[config.mk]
export PLATFORM = sky130hd
export DESIGN_NAME = mem_arbiter
export DESIGN_NICKNAME = d
export VERILOG_FILES = /design/src/rtl/mem_arb_pkg.sv /design/src/rtl/mem_lat_counter.sv /design/src/rtl/mem_arbiter.sv
export SDC_FILE = /design/constraint.sdc
export NUM_CORES = 1
export LEC_CHECK = 0
export CAP_MARGIN = 10
export CORE_MARGIN = 3
export CORE_UTILIZATION = 30
export CTS_BUF_LIST = sky130_fd_sc_hd__clkbuf_4 sky130_fd_sc_hd__clkbuf_8 sky130_fd_sc_hd__clkbuf_16
export CTS_CLUSTER_DIAMETER = 150
export DETAILED_ROUTE_END_ITERATION = 10
export GPL_TIMING_DRIVEN = 0
export HOLD_SLACK_MARGIN = 0.06
export SLEW_MARGIN = 0
export SYNTH_ARGS = -nofsm -noshare
export SYNTH_HDL_FRONTEND = slang
export SYNTH_HIERARCHICAL = 1
export SYNTH_SLANG_ARGS = --single-unit
[constraint.sdc]
create_clock -name clk -period 5.15 [get_ports clk]
set_clock_uncertainty 0.15 [all_clocks]
set_input_delay 0.7725 -clock clk [delete_from_list [all_inputs] [get_ports clk]]
set_output_delay 0.7725 -clock clk [all_outputs]
set_load 0.02 [all_outputs]
[src/rtl/mem_arb_pkg.sv]
// Shared definitions for the two-port to one-port memory arbiter.
// Optional feature macro: MEM_ARB_ROUND_ROBIN_EN (see mem_arbiter.sv).
package mem_arb_pkg;

  // Default address/data width of the unified memory.
  localparam int WORD_SIZE_DEF = 16;

  // Arbiter FSM states.
  typedef enum logic [1:0] {
    IDLE   = 2'd0,
    ACCESS = 2'd1,
    ACK    = 2'd2
  } state_e;

  // Owner of the access in flight.
  typedef enum logic {
    OWN_I = 1'b0,
    OWN_D = 1'b1
  } owner_e;

endpackage : mem_arb_pkg

[src/rtl/mem_lat_counter.sv]
// Loadable down-counter that times how long a memory strobe is held.
// Loads MEM_LATENCY-1 on grant, counts down while enabled, and flags zero
// in the last strobe cycle. It stops at zero instead of wrapping.
module mem_lat_counter #(
  parameter int MEM_LATENCY = 2
) (
  input  logic clk,
  input  logic reset_n,
  input  logic load,
  input  logic dec,
  output logic zero
);

  localparam int CW = (MEM_LATENCY > 1) ? $clog2(MEM_LATENCY + 1) : 1;

  logic [CW-1:0] count_q;
  logic [CW-1:0] count_d;

  // Next count: load wins over decrement; hold at zero.
  always_comb begin
    // NOTE: every variable gets a default first so no path leaves it unassigned (no latch).
    count_d = count_q;
    if (load) begin
      count_d = CW'(MEM_LATENCY - 1);
    end else if (dec && (count_q != '0)) begin
      count_d = count_q - CW'(1);
    end
  end

  // Count register, cleared by the asynchronous reset.
  always_ff @(posedge clk or negedge reset_n) begin
    // NOTE: sequential state uses non-blocking assignments so all flops update together.
    if (!reset_n) begin
      count_q <= '0;
    end else begin
      count_q <= count_d;
    end
  end

  assign zero = (count_q == '0);

endmodule : mem_lat_counter

[src/rtl/mem_arbiter.sv]
// Shares one single-ported memory between the fetch (I) and data (D) ports.
// IDLE grants a requester and latches its access, ACCESS holds the strobe for
// MEM_LATENCY cycles and captures read data, ACK pulses the owner's ack.
// Optional feature macro: MEM_ARB_ROUND_ROBIN_EN -- on a tie, grant the port
// that was not the last owner; otherwise D always beats I.
module mem_arbiter
  import mem_arb_pkg::*;
#(
  parameter int WORD_SIZE   = WORD_SIZE_DEF,
  parameter int MEM_LATENCY = 2
) (
  input  logic                 clk,
  input  logic                 reset_n,
  input  logic                 i_req,
  input  logic [WORD_SIZE-1:0] i_addr,
  output logic [WORD_SIZE-1:0] i_rdata,
  output logic                 i_ack,
  input  logic                 d_req,
  input  logic                 d_we,
  input  logic [WORD_SIZE-1:0] d_addr,
  input  logic [WORD_SIZE-1:0] d_wdata,
  output logic [WORD_SIZE-1:0] d_rdata,
  output logic                 d_ack,
  output logic                 m_readM,
  output logic                 m_writeM,
  output logic [WORD_SIZE-1:0] m_address,
  output logic [WORD_SIZE-1:0] m_wdata,
  input  logic [WORD_SIZE-1:0] m_rdata,
  output logic                 busy
);

  state_e               state_q,   state_d;
  owner_e               owner_q,   owner_d;
  logic [WORD_SIZE-1:0] addr_q,    addr_d;
  logic                 we_q,      we_d;
  logic [WORD_SIZE-1:0] wdata_q,   wdata_d;
  logic [WORD_SIZE-1:0] i_rdata_q, i_rdata_d;
  logic [WORD_SIZE-1:0] d_rdata_q, d_rdata_d;
`ifdef MEM_ARB_ROUND_ROBIN_EN
  owner_e               last_owner_q, last_owner_d;
`endif

  owner_e grant_owner;
  logic   cnt_load;
  logic   cnt_dec;
  logic   cnt_zero;

  mem_lat_counter #(
    .MEM_LATENCY(MEM_LATENCY)
  ) u_lat_counter (
    .clk    (clk),
    .reset_n(reset_n),
    .load   (cnt_load),
    .dec    (cnt_dec),
    .zero   (cnt_zero)
  );

  // Pick which port would win if a grant happened this cycle.
  always_comb begin
`ifdef MEM_ARB_ROUND_ROBIN_EN
    if (i_req && d_req) begin
      grant_owner = (last_owner_q == OWN_D) ? OWN_I : OWN_D;
    end else begin
      grant_owner = d_req ? OWN_D : OWN_I;
    end
`else
    grant_owner = d_req ? OWN_D : OWN_I;
`endif
  end

  // Next-state logic: grant and latch in IDLE, time the strobe, capture read data.
  always_comb begin
    state_d   = state_q;
    owner_d   = owner_q;
    addr_d    = addr_q;
    we_d      = we_q;
    wdata_d   = wdata_q;
    i_rdata_d = i_rdata_q;
    d_rdata_d = d_rdata_q;
    cnt_load  = 1'b0;
    cnt_dec   = 1'b0;
`ifdef MEM_ARB_ROUND_ROBIN_EN
    last_owner_d = last_owner_q;
`endif
    unique case (state_q)
      IDLE: begin
        if (i_req || d_req) begin
          state_d  = ACCESS;
          owner_d  = grant_owner;
          addr_d   = (grant_owner == OWN_D) ? d_addr : i_addr;
          we_d     = (grant_owner == OWN_D) && d_we;
          wdata_d  = d_wdata;
          cnt_load = 1'b1;
`ifdef MEM_ARB_ROUND_ROBIN_EN
          last_owner_d = grant_owner;
`endif
        end
      end
      ACCESS: begin
        cnt_dec = 1'b1;
        if (cnt_zero) begin
          // Stores leave both read-data registers untouched.
          if (!we_q) begin
            if (owner_q == OWN_D) begin
              d_rdata_d = m_rdata;
            end else begin
              i_rdata_d = m_rdata;
            end
          end
          state_d = ACK;
        end
      end
      ACK: begin
        // Requests are ignored here; a held request is re-arbitrated from IDLE.
        state_d = IDLE;
      end
      default: begin
        state_d = IDLE;
      end
    endcase
  end

  // State and latched-access registers.
  always_ff @(posedge clk or negedge reset_n) begin
    if (!reset_n) begin
      state_q   <= IDLE;
      owner_q   <= OWN_I;
      addr_q    <= '0;
      we_q      <= 1'b0;
      wdata_q   <= '0;
      i_rdata_q <= '0;
      d_rdata_q <= '0;
`ifdef MEM_ARB_ROUND_ROBIN_EN
      last_owner_q <= OWN_I;
`endif
    end else begin
      state_q   <= state_d;
      owner_q   <= owner_d;
      addr_q    <= addr_d;
      we_q      <= we_d;
      wdata_q   <= wdata_d;
      i_rdata_q <= i_rdata_d;
      d_rdata_q <= d_rdata_d;
`ifdef MEM_ARB_ROUND_ROBIN_EN
      last_owner_q <= last_owner_d;
`endif
    end
  end

  // Outputs come only from registers and decoded state: no req-to-strobe path.
  assign m_readM   = (state_q == ACCESS) && !we_q;
  assign m_writeM  = (state_q == ACCESS) &&  we_q;
  assign m_address = addr_q;
  assign m_wdata   = wdata_q;
  assign i_ack     = (state_q == ACK) && (owner_q == OWN_I);
  assign d_ack     = (state_q == ACK) && (owner_q == OWN_D);
  assign i_rdata   = i_rdata_q;
  assign d_rdata   = d_rdata_q;
  assign busy      = (state_q != IDLE);

endmodule : mem_arbiter

==> flow_summary.ini, run 1 <==
[yosys]
yosys.area.top_type_share_pct = 59.7
synth-simple-area-share_pct = 3.84
synth-main-ff-cell = dfrtp_1
yosysMostFrequentCell = dfrtp_1
seq_area_frac_synth_pct = 59.7
synth_seq_cells = 70
syn_avg_cell_area_um2 = 15.9
synth_compound_area_share_pct = 1.07
yosysTopAreaCell = dfrtp_1
synth_edf_count = 0
synthXorXnorAreaFrac_pct = 0
synth_top_family_by_area = multiplexers
syn_area_um2 = 2930
synth_commonest_cells = dfrtp_1, mux2_1, mux2_2
yosysWarnings = 6
synth_fa_ha_area_share_pct = 0.427
synthTopCellsByArea = dfrtp_1, mux2_1, mux2_4
async_flop_share_pct = 100
muxShareOfSynthArea_pct = 32.3
syn_inst = 184
syn_nets = 254
ys_types = 27

[route]
detail-route-antenna-nets = 0
post_drt_via_cell_ratio = 4.35
first_pass_iters = 3
drt_iter0_drc = 40
drc_errors = 0
vias = 2026
post_drt_wl_per_cell_um = 14.1
drt-total-wl_mm = 6.56

[critical_path]
cpPeakStageDelay_ps = 610
arrival_ps = 1790
path_max_fanout = 5
critPathKind = register to output pin
reg2reg_from = state_q[1]
regToRegSetupSlack_ps = 3250
timing.rr.end = u_lat_counter/count_q[1]
critPathSlowestCell = clkdlybuf4s50_1
crit_required_ps = 4230
critPathLaunchType = register
crit_chain = nor2b_1 -> and2_1 -> clkdlybuf4s50_1
crit_path_end_kind = output pin
ff2ff_path_depth = 6

[clocking]
cts.repair.resized = 0
clock-sinks = 70
cts_root_buffer = clkbuf_8
htreeDepth = 3
cts_inserted_buffers = 9
cts_tree = yes
path_clk_slew_ps = 80
hold_buffers = 0
clock_path_buffers = 2
clock_latency_ps = 330
cts_setup_buffers = 0

[power]
comb_power_share_pct = 50.9
ir_worst_vdd_v = 0.000306
p_sw_share_pct = 35.5
clkPwrFrac_pct = 15.7
switchingPower_mw = 1.04
p_seq_share_pct = 33.4
p_leak_nw = 1.97
p_per_area_nw_per_um2 = 623
total_power_mw = 2.92
intPower_mw = 1.88

[timing]
period_needed_ps = 2710
fin_hold_ws_ps = 169
hold_viol_final = 0
fmax_ghz = 0.369
setup_viol = 0
setup_tns_ps = 0
rsz0062_at_grt = no
fin_ws_ps = 2440
min_period_over_period_pct = 52.7
max_slew_margin_pct = 64.5
tightest_slew_ps = 533
slew_violations = 0

[layout]
diodes = 0
nets = 402
fillers = 878
synthToLayoutAreaGrowth_pct = 59.9
utilization_pct = 50.0
drive_gt1_share_pct = 15.1

[floorplanning]
die_area_um2 = 11000
fp.coreArea_um2 = 9370
die_h_um = 105
pin_count = 138
fp.dieW_um = 105
initial_utilization_pct = 31.3
row_count = 35

[outcome]
status = completed

[grt]
grt_start_max_net_pins = 52
grt_pass1_vias = 2132
antenna_found_initial = 0
grt.total_usage_pct = 12.2
grt_pass1_wl_mm = 10.8
grt_overflow = 0

[place]
io_buffers = 136
gp_congestion = 0.692
dpl.hpwl_mm = 4.87
place_ws_ps = 2470

[flow_run]
maxCapViolations = 0

[min_path]
holdCritPathClass = input port to async pin
-- area by class of cell --
| type | instances | area (um^2) | share of cell area (%) |
|---|---|---|---|
| sequential | 70 | 1750 | 37.4 |
| timing repair buffer | 137 | 1390 | 29.6 |
| multi-input combinational | 102 | 1100 | 23.6 |
| tap | 129 | 161 | 3.44 |
| clock buffer | 11 | 151 | 3.23 |
| buffer | 8 | 61.3 | 1.31 |
| clock inverter | 5 | 56.3 | 1.20 |
| inverter | 4 | 15.0 | 0.320 |
-- worst max-delay path: cells and delay by family, from the launching register on --
| family | cells | cell delay (ps) |
|---|---|---|
| flip-flops | 1 | 430 |
| AND/OR/NAND/NOR | 2 | 420 |
| buffers and inverters | 1 | 610 |
-- placed cells by master (no fill, tap or decap), types with 2 or more instances in the layout --
cell	netlist	final
nand2_1	2	2
clkdlybuf4s50_1	0	135
dfrtp_1	70	70
mux2_1	58	58
and3b_1	2	2
mux2_2	12	12
buf_6	2	2
buf_4	4	5
clkbuf_8	0	11
nor2_1	2	2
clkinv_2	0	2
mux2_4	10	10
and2_1	2	2
nor2b_1	2	2
inv_1	3	3
-- worst max-delay path by stage --
stage                from                        to  slack [ps]
6_report       state_q[1]                  m_writeM        2440
5_1_grt        state_q[1]                  m_writeM        2310
4_1_cts        state_q[1]                  m_writeM        2390
3_5_place_dp        i_req  u_lat_counter/count_q[1]        2470
3_3_place_gp      reset_n                m_wdata[9]         590
2_1_floorplan       d_req  u_lat_counter/count_q[1]        2900
-- kinds of logic after synthesis --
kind of cell,count (synthesis)
AOI/OAI and AO/OA,4
adders and majority gates,1
and+or+nand+nor,16
buffers and inverters,12
DFF,70
muxes,81
-- metrics by stage --
step / std cells / cell area (um^2)
finish: 466 / 4690
global route: 466 / 4690
CTS: 466 / 4690
detailed placement: 450 / 4480
global placement: 449 / 4460
floorplan: 184 / 2930
-- registers in the layout (all words and copies together) (netlist names) --
register	count
m_address	16
d_rdata	16
state_q	2
we_q	1
m_wdata	16
owner_q	1
u_lat_counter/count_q	2
i_rdata	16
-- power groups by stage --
| stage | sequential [mW] | clock [mW] | combinational (mW) |
|---|---|---|---|
| 2_1_floorplan | 1.30 | 0 | 0.467 |
| 3_3_place_gp | 0.977 | 0 | 1.50 |
| 3_5_place_dp | 0.985 | 0 | 1.51 |
| 4_1_cts | 0.979 | 0.479 | 1.52 |
| 5_1_grt | 1.02 | 0.497 | 1.58 |
| 6_report | 0.974 | 0.460 | 1.49 |
-- per-layer routing --
| metal | vias to the layer above | GRT usage [%] | part of all wire (%) |
|---|---|---|---|
| met3 | 9 | 5.37 | 8.8 |
| li1 | 939 | - | - |
| met5 | - | 0 | 0 |
| met1 | 998 | 15.1 | 43 |
| met2 | 80 | 19.1 | 47 |
| met4 | 0 | 4.22 | 1.1 |
Power figures use the tool's default switching activity.
==> run 2, diff against run 1 <==
==> constraint.sdc (replaced) <==
create_clock -name clk -period 2.2 [get_ports clk]
set_clock_uncertainty 0.15 [all_clocks]
set_input_delay 0.33 -clock clk [delete_from_list [all_inputs] [get_ports clk]]
set_output_delay 0.33 -clock clk [all_outputs]
set_load 0.02 [all_outputs]
==> flow_summary.ini, run 2 (synthesis gave the netlist of run 1 again) <==
[route]
vias = 2033
highest_layer = met4
met3_length_um = 570
detail-route-antenna-nets = 0
drt_iter0_drc = 42
post_drt_wl_per_cell_um = 14.1
drc_errors = 0
drt-total-wl_mm = 6.57
post_drt_via_cell_ratio = 4.35
wl_met2_mm = 3.11
m1WireLength_mm = 2.82
first_pass_iters = 4

[power]
ir_worst_vdd_v = 0.000717
p_per_area_nw_per_um2 = 1450
p_leak_nw = 2.00

[critical_path]
ff2ff_path_depth = 6
arrival_ps = 1610
reg2reg_from = state_q[1]
critPathLaunchType = register
path_max_fanout = 5
critical_path.startpoint = state_q[0]
crit_end = d_ack
crit_required_ps = 1720
timing.rr.end = u_lat_counter/count_q[1]
crit_path_end_kind = output pin
critPathKind = register to output pin
regToRegSetupSlack_ps = 310

[grt]
antenna_found_initial = 0
grt_pass1_wl_mm = 10.8
grt_start_max_net_pins = 52
grt_pass1_vias = 2130
grt_overflow = 0
grt.total_usage_pct = 12.2

[timing]
slew_violations = 0
setup_viol = 0
period_needed_ps = 2090
fin_hold_ws_ps = 283
hold_viol_final = 0
fin_ws_ps = 112
tightest_slew_ps = 523
rsz0062_at_grt = no
fmax_ghz = 0.479
max_slew_margin_pct = 65.1
min_period_over_period_pct = 94.9

[layout]
utilization_pct = 50.2
synthToLayoutAreaGrowth_pct = 60.4
layout_common_cells = clkdlybuf4s50_1, dfrtp_1, mux2_1
final_common_cell = clkdlybuf4s50_1
nets = 403
drive_gt1_share_pct = 15.7
diodes = 0
final_cells = 467

[floorplanning]
die_h_um = 105
die_area_um2 = 11000
fp.coreArea_um2 = 9370
pin_count = 138
row_count = 35
initial_utilization_pct = 31.3
fp.dieW_um = 105

[flow_run]
maxCapViolations = 0

[place]
gp_congestion = 0.692
place_inst = 450
dpl.hpwl_mm = 4.87
io_buffers = 136
place_ws_ps = -40.5

[clocking]
cts_setup_buffers = 0
cts_tree = yes
path_clk_slew_ps = 80
clock-sinks = 70
clock_latency_ps = 330
cts_root_buffer = clkbuf_8
htreeDepth = 3
clock_path_buffers = 2
cts_inserted_buffers = 9

[min_path]
holdCritPathClass = input port to async pin

[outcome]
status = completed
-- run 2: changes by cell type in the layout (fill, tap and decap cells not counted), sizes merged --
| cell | change |
|---|---|
| clkdlybuf4s50 | -3 |
| dlygate4sd2 | +2 |
| dlygate4sd3 | +1 |
| dlymetal6s2s | +1 |
-- run 2: metrics by stage --
stage / setup TNS (ps) / power, mW / cell area, um^2
final: 0 / 6.83 / 4700
after global routing: 0 / 7.24 / 4700
after CTS: 0 / 6.96 / 4700
after detailed placement: -40.5 / 5.84 / 4480
after global placement: -133920 / 5.80 / 4460
after floorplan: 0 / 4.13 / 2930
-- run 2: routing by layer --
metal	global-route usage [%]	vias to the layer above
li1	-	941
met1	15.1	1003
met2	19.1	80
met3	5.31	9
met4	4.22	0
met5	0	-
-- run 2: layout make-up --
type	count	area [um^2]
Multi-Input combinational cell	102	1110
Clock inverter	5	56.3
Clock buffer	11	151
Inverter	4	15.0
Timing Repair Buffer	138	1400
Tap cell	129	161
Fill cell	877	4670
Buffer	8	61.3
Sequential cell	70	1750
-- run 2: worst min path at each step --
stage,startpoint,end,slack (ps)
2_1_floorplan,reset_n,d_rdata[0],-120
3_3_place_gp,i_rdata[4],i_rdata[4],320
3_5_place_dp,reset_n,m_wdata[1],90
4_1_cts,reset_n,m_address[10],270
5_1_grt,reset_n,m_wdata[1],270
6_report,reset_n,m_address[8],280
-- run 2: critical path: stages, from the launching register on --
cell and delay [ps]:
dfrtp_1 420, and3b_1 230, clkdlybuf4s50_1 630
-- run 2: what timing repair did --
action	in CTS	in global routing
resized for setup	3	2
endpoints found under the hold margin	62	0
setup endpoints to repair	2	2
hold buffers	1	0
-- run 2: report_power, final --
group | total (mW) | switching, mW | internal, mW | leakage [nW]
clock | 1.08 | 0.490 | 0.586 | 0.106
combinational | 3.47 | 1.60 | 1.87 | 1.08
sequential | 2.28 | 0.337 | 1.95 | 0.821
total | 6.83 | 2.43 | 4.40 | 2.00
==> run 3, diff against run 2 <==
--- a/config.mk
+++ b/config.mk
@@ -5,6 +5,7 @@
 export SDC_FILE = /design/constraint.sdc
 export NUM_CORES = 1
 export LEC_CHECK = 0
+export ABC_CLOCK_PERIOD_IN_PS = 2300
 export CAP_MARGIN = 10
 export CORE_MARGIN = 3
 export CORE_UTILIZATION = 30
==> constraint.sdc (replaced) <==
create_clock -name clk -period 2.3 [get_ports clk]
set_clock_uncertainty 0.15 [all_clocks]
set_input_delay 0.345 -clock clk [delete_from_list [all_inputs] [get_ports clk]]
set_output_delay 0.345 -clock clk [all_outputs]
set_load 0.02 [all_outputs]
==> flow_summary.ini, run 3 (synthesis gave the netlist of run 1 again) <==
[route]
first_pass_iters = 3
highest_layer = met4
post_drt_via_cell_ratio = 4.33
drt-total-wl_mm = 6.56
wl_met2_mm = 3.11
detail-route-antenna-nets = 0
drt_iter0_drc = 42
drc_errors = 0
post_drt_wl_per_cell_um = 14.1
vias = 2023
m1WireLength_mm = 2.81
met3_length_um = 570

[grt]
grt_pass1_wl_mm = 10.8
grt_overflow = 0
antenna_found_initial = 0
grt_start_max_net_pins = 52
grt_pass1_vias = 2130
grt.total_usage_pct = 12.2

[floorplanning]
row_count = 35
fp.dieW_um = 105
die_area_um2 = 11000
pin_count = 138
initial_utilization_pct = 31.3
fp.coreArea_um2 = 9370
die_h_um = 105

[clocking]
cts_root_buffer = clkbuf_8
clock-sinks = 70
htreeDepth = 3
cts_tree = yes
clock_path_buffers = 2
cts_setup_buffers = 0
cts_inserted_buffers = 9
path_clk_slew_ps = 80
clock_latency_ps = 330

[power]
ir_worst_vdd_v = 0.000686
clkPwrFrac_pct = 15.7
comb_power_share_pct = 50.9
intPower_mw = 4.22
p_per_area_nw_per_um2 = 1390
p_sw_share_pct = 35.5
p_seq_share_pct = 33.4
switchingPower_mw = 2.32
p_leak_nw = 2.01

[timing]
hold_viol_final = 0
fmax_ghz = 0.468
rsz0062_at_grt = no
min_period_over_period_pct = 93.0
period_needed_ps = 2140
max_slew_margin_pct = 64.5
setup_viol = 0
tightest_slew_ps = 533
setup_tns_ps = 0
slew_violations = 0

[outcome]
status = completed

[layout]
synthToLayoutAreaGrowth_pct = 60.5
final_common_cell = clkdlybuf4s50_1
drive_gt1_share_pct = 15.4
layout_common_cells = clkdlybuf4s50_1, dfrtp_1, mux2_1
diodes = 0
stdcell_area_um2 = 4710
nets = 403

[critical_path]
critPathLaunchType = register
cpPeakStageDelay_ps = 550
critPathSlowestCell = clkdlybuf4s50_1
crit_chain = nor2_1 -> inv_1 -> clkdlybuf4s50_1
arrival_ps = 1640
critical_path.startpoint = state_q[1]
crit_path_end_kind = output pin
crit_required_ps = 1800
critPathKind = register to output pin
reg2reg_from = state_q[1]
path_max_fanout = 5

[flow_run]
maxCapViolations = 0

[place]
dpl.hpwl_mm = 4.87
io_buffers = 136
gp_congestion = 0.692
place_area_um2 = 4480

[min_path]
holdCritPathClass = input port to async pin
==> run 3: per-layer routing <==
layer / vias up / track usage [%]
met5: - / 0
met4: 0 / 4.22
met3: 9 / 5.31
met2: 80 / 19.1
met1: 993 / 15.1
li1: 941 / -
==> run 3: power by group through the flow <==
stage                     logic (mW)  clock network [mW]  registers, mW
after floorplan                 1.04                   0           2.90
after global placement          3.36                   0           2.19
after detailed placement        3.39                   0           2.20
after CTS                       3.40                1.07           2.19
after global routing            3.54                1.11           2.28
final                           3.33                1.03           2.18
==> run 3: layout make-up <==
class,instances,area [um^2]
Buffer,8,61.3
Clock buffer,11,151
Clock inverter,5,56.3
Fill cell,876,4670
Inverter,4,15.0
Multi-Input combinational cell,102,1110
Sequential cell,70,1750
Tap cell,129,161
Timing Repair Buffer,138,1400
==> run 3: path summary, 6_finish.rpt <==
kind                                       endpoint  slack (ps)  depth (start not counted)
max                                            busy         160                          3
min                                    m_address[8]         300                          2
min reg2reg                            m_address[1]         340                          1
min in group clk                       m_address[1]         340                          1
max reg2reg                u_lat_counter/count_q[1]         380                          6
max in group asynchronous                m_wdata[5]        1170                          3
==> run 3: timing repair <==
| action | 4_1_cts | 5_1_grt |
|---|---|---|
| gates resized for setup | 1 | 2 |
| gates cloned | 0 | 0 |
| hold buffers | 1 | 0 |
| hold endpoints to repair | 19 | 0 |
| setup endpoints to repair | 1 | 2 |
==> run 3: critical path, delay by kind of cell, from the launching register on <==
| family | cells | cell delay [ps] |
|---|---|---|
| buf+inv | 2 | 620 |
| flops | 1 | 430 |
| simple gates | 1 | 260 |
==> run 3: metrics by stage <==
step                hold slack, ps  utilization, %  std cells  setup slack, ps  power (mW)
global route                   290            50.2        467             25.0        6.93
detailed placement             103            47.8        450             44.5        5.59
global placement               317            47.5        449            -1830        5.55
floorplan                     -101               -        184              392        3.95
CTS                            282            50.2        467             43.8        6.67
finish                         297            50.2        467              161        6.54
